**config.mk**
```make
export PLATFORM = sky130hd
export DESIGN_NAME = mem_block_mover
export DESIGN_NICKNAME = d
export VERILOG_FILES = /design/src/rtl/mem_block_mover.sv
export SDC_FILE = /design/constraint.sdc
export NUM_CORES = 1
export LEC_CHECK = 0
export ABC_AREA = 1
export CAP_MARGIN = 0
export CORE_ASPECT_RATIO = 1.75
export CORE_MARGIN = 3
export CORE_UTILIZATION = 36
export DETAILED_ROUTE_END_ITERATION = 8
export PLACE_DENSITY = 0.62
export SLEW_MARGIN = 20
export SYNTH_ARGS = -nofsm -noshare
export SYNTH_HDL_FRONTEND = slang
export SYNTH_SLANG_ARGS = --single-unit
```
**constraint.sdc**
```tcl
create_clock -name Clk -period 1.85 [get_ports Clk]
set_input_delay 0.185 -clock Clk [delete_from_list [all_inputs] [get_ports Clk]]
set_output_delay 0.185 -clock Clk [all_outputs]
set_load 0.005 [all_outputs]
```
**src/rtl/mem_block_mover.sv**
```systemverilog
// Block-move engine: copies Len words from SrcAddr to DstAddr, or fills Len words
// at DstAddr with a constant, by mastering the data memory port while busy.
module mem_block_mover #(
  parameter int W = 8,
  parameter int A = 8
) (
  input  logic         Clk,
  input  logic         Reset,
  input  logic         Start,
  input  logic         Mode,
  input  logic [A-1:0] SrcAddr,
  input  logic [A-1:0] DstAddr,
  input  logic [A-1:0] Len,
  input  logic [W-1:0] FillValue,
  input  logic [W-1:0] MemRdData,
  output logic         MemWriteEn,
  output logic [A-1:0] MemAddress,
  output logic [W-1:0] MemWrData,
  output logic         Busy,
  output logic         Done,
  output logic [1:0]   dbg_state
);

  // Handshake: Start is a request pulse honoured only in IDLE (no queueing);
  // Busy covers the READ/WRITE cycles; Done pulses for one cycle at completion.
  localparam logic [1:0] IDLE  = 2'd0;
  localparam logic [1:0] READ  = 2'd1;
  localparam logic [1:0] WRITE = 2'd2;
  localparam logic [1:0] DONE  = 2'd3;

  localparam logic [A-1:0] ONE  = {{(A-1){1'b0}}, 1'b1};
  localparam logic [A-1:0] ZERO = '0;

  logic [1:0]   state;
  logic [A-1:0] src_ptr;
  logic [A-1:0] dst_ptr;
  logic [A-1:0] remaining;
  logic [W-1:0] buf_reg;
  logic [W-1:0] fill_reg;
  logic         mode_reg;

  always_ff @(posedge Clk) begin
    if (Reset) begin
      state     <= IDLE;
      src_ptr   <= '0;
      dst_ptr   <= '0;
      remaining <= '0;
      buf_reg   <= '0;
      fill_reg  <= '0;
      mode_reg  <= 1'b0;
    end else begin
      case (state)
        IDLE: begin
          if (Start) begin
            src_ptr   <= SrcAddr;
            dst_ptr   <= DstAddr;
            remaining <= Len;
            fill_reg  <= FillValue;
            mode_reg  <= Mode;
            if (Len == ZERO)
              state <= DONE;
            else if (Mode)
              state <= WRITE;
            else
              state <= READ;
          end
        end
        READ: begin
          buf_reg <= MemRdData;
          src_ptr <= src_ptr + ONE;
          state   <= WRITE;
        end
        WRITE: begin
          dst_ptr   <= dst_ptr + ONE;
          remaining <= remaining - ONE;
          // Fill stays in WRITE back-to-back; copy alternates with READ.
          if (remaining == ONE)
            state <= DONE;
          else if (mode_reg)
            state <= WRITE;
          else
            state <= READ;
        end
        default: state <= IDLE;
      endcase
    end
  end

  always_comb begin
    MemAddress = '0;
    case (state)
      READ:    MemAddress = src_ptr;
      WRITE:   MemAddress = dst_ptr;
      default: MemAddress = '0;
    endcase
  end

  // Reset gates the strobe combinationally so no write lands in a reset cycle.
  assign MemWriteEn = (state == WRITE) && !Reset;
  assign MemWrData  = mode_reg ? fill_reg : buf_reg;
  assign Busy       = (state == READ) || (state == WRITE);
  assign Done       = (state == DONE);
  assign dbg_state  = state;

endmodule

```
# Word-level counts from Yosys, hierarchy flattened
# Index checks and enable logic that the tools add are counted.
# word_totals
latchBits,0
word_cells,39
output_inout_bits,21
ramBits,0
memories,0
inputBits,44
mem_bits_ro,0
ff_bits,43
# classes
add_sub_neg,3
n_eq_ne,5
magnitude_cmp,0
mul,0
muxes,14
div_mod_pow,0
n_shift,0
reduce_logical,10
bitwise,0
# ops
operator,n
$pmux W8 S2,4
$mux W8,4
$add A8 B1 Y8 const B,2
$mux W2,5
$eq A8 B1 Y1 const B,1
$logic_not A8 Y1,1
$sub A8 B1 Y8 const B,1
$pmux W2 S3,1
$reduce_and A2 Y1,3
$eq A2 B2 Y1 const B,2
$reduce_bool A2 Y1,2
$eq A2 B1 Y1 const B,1
$logic_not A2 Y1,1
$ne A2 B2 Y1 const B,1
$logic_and A1 B1 Y1,1
$logic_not A1 Y1,1
$logic_or A1 B1 Y1,1

# Depth between registers and ports, before layout
# logic_depth
word_depth,4
mapped_depth,10
ltp_nobuf,10

# Worst setup path before layout
# OpenSTA, ideal clock, no wires.
# synth_timing
path_kind,reg-to-reg
from,reg state[0] (netlist: dbg_state[0])
to,reg remaining[4]
setup_ns,0.133
n_path_buf,1
setup_slack_ns,0.397
t_arrival_ns,1.319
t_required_ns,1.717
synth_period_minus_slack_ns,1.453
stages_incl_launch_ff,8
cell_sequence,dfxtp_1 inv_1 ha_1 o21ai_2 inv_2 buf_6 o21ai_1 a21oi_2
# synth_via
elab_chain_len,3
word_cells_on_any_way,6
classes_between,eq/ne: 2; mux: 1; reduce/logical: 3
# synth_lines
item,line,text
"start, declared",34,logic [1:0] state;
"start signal, assigned",44,state <= IDLE;
"start signal, assigned",61,state <= DONE;
"start signal, assigned",63,state <= WRITE;
$eq A2 B2 Y1 or $logic_not A2 Y1 (tied branches),52,case (state)
$reduce_bool A2 Y1 (no source line) or $ne A2 B2 Y1 (tied branches),--,
$reduce_and A2 Y1 (no source line),--,
"end signal, assigned",57,remaining <= Len;
"end signal, assigned",75,remaining <= remaining - ONE;
"end, declared",37,logic [A-1:0] remaining;
# Parallel ways exist; a longest one is shown, timed or not.
# A chain may end at the register's enable or synchronous reset.

# Final worst setup path
# layout_timing
from,reg state[1] (netlist: dbg_state[1])
to,out MemAddress[7]
# layout_via
elab_chain_len,2
word_cells_on_any_way,3
classes_between,eq/ne: 2; mux: 1
# layout_lines
item,line,text
$eq A2 B2 Y1 or $eq A2 B1 Y1 (tied branches),91,case (state)
$pmux W8 S2 *,91,
"end, declared",17,"output logic [A-1:0] MemAddress,"
# Every way passes the cells marked *; elsewhere a longest branch is shown, timed or not.

==> metrics.cfg <==
[yosys]
ys_seq_area_share_pct = 34.4
synth_area_leaders = dfxtp_1, nand2_1, nor2_1
netlist_instances = 380
ys_ff_latch = 43
yosysTopAreaCell = dfxtp_1
synth_area_mm2 = 0.00250
ys.warnings.count = 0
syn-num-nets = 432
syn_avg_cell_area_um2 = 6.58
yosysUniqueCellTypes = 32
yosysTopAreaCellShare_pct = 34.4

[global_route]
track_usage_pct = 19.1
grt_pass1_vias = 2599
antenna_found_initial = 0
grt_max_degree = 24
grt_pass1_wl_mm = 11.7
overflow = 0

[clock_tree]
cts_root_buf = clkbuf_16
h-tree-depth = 2
clk_latency_ps = 280
cts_setup_buffers = 0
cts.sinks = 43
path_clk_slew_ps = 60
clk_path_buf_depth = 2
cts_tree = built
cts_made_buffers = 5

[routing]
vias = 2693
drtIter0Drc = 177
drc_errors = 0
drt-vias-per-instance = 5.01
drt_pass1_iterations = 4
wire_per_inst_um = 13.4
wirelength_mm = 7.20
postRouteAntennaNets = 0

[placed_design]
portBuffers = 64
routabilityCongestion = 0.845
dp_slack_ps = -49.4
dpl.hpwl_mm = 5.45
dp.cells = 529

[min_path]
min_from = remaining[3]
min_to = remaining[3]
hold_class = reg -> reg
min_delay_path_depth = 2

[flow_run]
drv_cap = 0

[final_layout]
diodes = 0
syn2layout_area_growth_pct = 41.1
final_nets = 507
final_cells = 538
drive_gt1_share_pct = 13.6

[setup_path]
crit_path_top_delay_cell = dfxtp_2
path_class = reg -> out
rr_endpoint = src_ptr[5]
rr_worst_depth = 11
path_cells = buf_4, inv_2, ha_4, buf_12, nand2_1, a21oi_1, clkdlybuf4s15_1
critPathCaptureType = primary output
startpoint_type = register
arrival_ps = 1580
r2r_slack_ps = 170
crit_fanout = 14
required_ps = 1660
slowest_delay_ps = 330
r2r_start = dbg_state[1]

[pwr]
ir_drop_v = 0.000581
p_per_area_mw_per_mm2 = 995
total_power_uw = 3510
power_leakage_uw = 0.00151

[sta]
tightest_slew_ps = 271
fmax_mhz = 565
setup_violations = 0
slew_headroom_pct = 81.9
post-route-period-util_pct = 95.6
rsz0062_at_grt = yes
layout_min_cycle_time_ps = 1770
tns_ps = 0
hold_viol = 0
skew_ps = 7.44
maxSlewViolCount = 0
timing.final.ws_setup_ps = 81.0

[run_status]
status = complete, no violations

[die]
io_pins = 65
die_height_um = 116
core.rowCount = 39
core_region_area_mm2 = 0.00664
dieArea_mm2 = 0.00802
chipWidth_um = 69.0
initial_utilization_pct = 37.7

==> synth_stat cells (all sizes together) <==
cell type,count
clkbuf,6
o211ai,3
a21oi,30
buf,12
inv,26
dfxtp,43
ha,8
nand2,100
nand3,12
o21a,3
nor2,68
or2,2
clkinv,1
o21bai,2
nand3b,2
a31oi,9
o21ai,45
nand4,2
a211oi,4
nor3,1
or3,1
==> layout make-up <==
cell class                      count  area (um2)
Sequential cell                    43         862
Fill cell                         696        3110
Tap cell                           82         103
Clock buffer                        6         129
Inverter                           27         101
Clock inverter                      2        12.5
Timing Repair Buffer               86         843
Multi-Input combinational cell    292        1480
==> through the flow <==
stage | hold WS, ps | utilization, % | instance area, um2
final | 465 | 53.1 | 3530
after global routing | 503 | 53.1 | 3530
after CTS | 468 | 52.8 | 3500
after detailed placement | 460 | 49.6 | 3290
after global placement | 451 | 49.6 | 3290
after floorplan | 320 | - | 2500
==> critical path: cells and delay by family (launching register included) <==
family	cells	cell delay (ps)
adders and majority gates	1	160
AOI/OAI and AO/OA	1	170
DFF	1	330
and+or+nand+nor	1	70
buffers and inverters	4	570
==> worst max path at each step <==
stage	start	end	slack, ps	depth (start not counted)
6_report	dbg_state[1]	MemAddress[7]	80	7
5_1_grt	dbg_state[1]	MemAddress[3]	-0.4	7
4_1_cts	dbg_state[1]	Busy	2	5
3_5_place_dp	dbg_state[0]	MemAddress[2]	-50	6
3_3_place_gp	dbg_state[0]	MemAddress[1]	-20	6
2_1_floorplan	dbg_state[0]	remaining[4]	400	7
==> power by group <==
| group | total (uW) | switching, uW | internal (uW) | leakage (uW) |
|---|---|---|---|---|
| Combinational | 1410 | 755 | 654 | 0.00108 |
| Sequential | 1250 | 145 | 1110 | 0.000356 |
| Clock | 848 | 350 | 498 | 0.0000669 |
==> metal layers <==
| layer | vias up | global-route usage, % | routed length (um) |
|---|---|---|---|
| li1 | 1398 | - | - |
| met1 | 1209 | 21.4 | 2900 |
| met2 | 78 | 35.3 | 3790 |
| met3 | 8 | 2.60 | 363 |
| met4 | 0 | 7.16 | 147 |
| met5 | - | 0 | 0 |
==> timing repair <==
item | in CTS | in global routing
setup endpoints to repair | 10 | 8
gates cloned | 1 | 0
pin swaps | 0 | 1
resized for setup | 19 | 10
hold buffers | 0 | 0
==> placed cells by master (no fill, tap or decap), drive strengths merged <==
cell type	count
or3	1
clkinv	2
inv	26
or2	2
buf	21
clkbuf	6
o211ai	3
nor2	68
o21ai	45
dlymetal6s2s	2
clkdlybuf4s15	4
nand2	100
o21a	3
nand4	2
a211oi	4
clkinvlp	1
dlygate4sd2	4
o21bai	2
a21oi	30
clkdlybuf4s50	54
ha	8
nand3b	2
nor3	1
a31oi	9
nand3	12
dfxtp	43
bufbuf	1
==> cells by family (layout without fill, tap and decap cells) <==
group,after synthesis,after routing,share of synthesized area (%)
simple gates,188,188,30.4
compound gates,96,96,22.3
buf+inv,45,121,8.86
flops,43,43,34.4
fa+ha+maj,8,8,4.00
No activity file was read; power rests on OpenSTA's default activity.
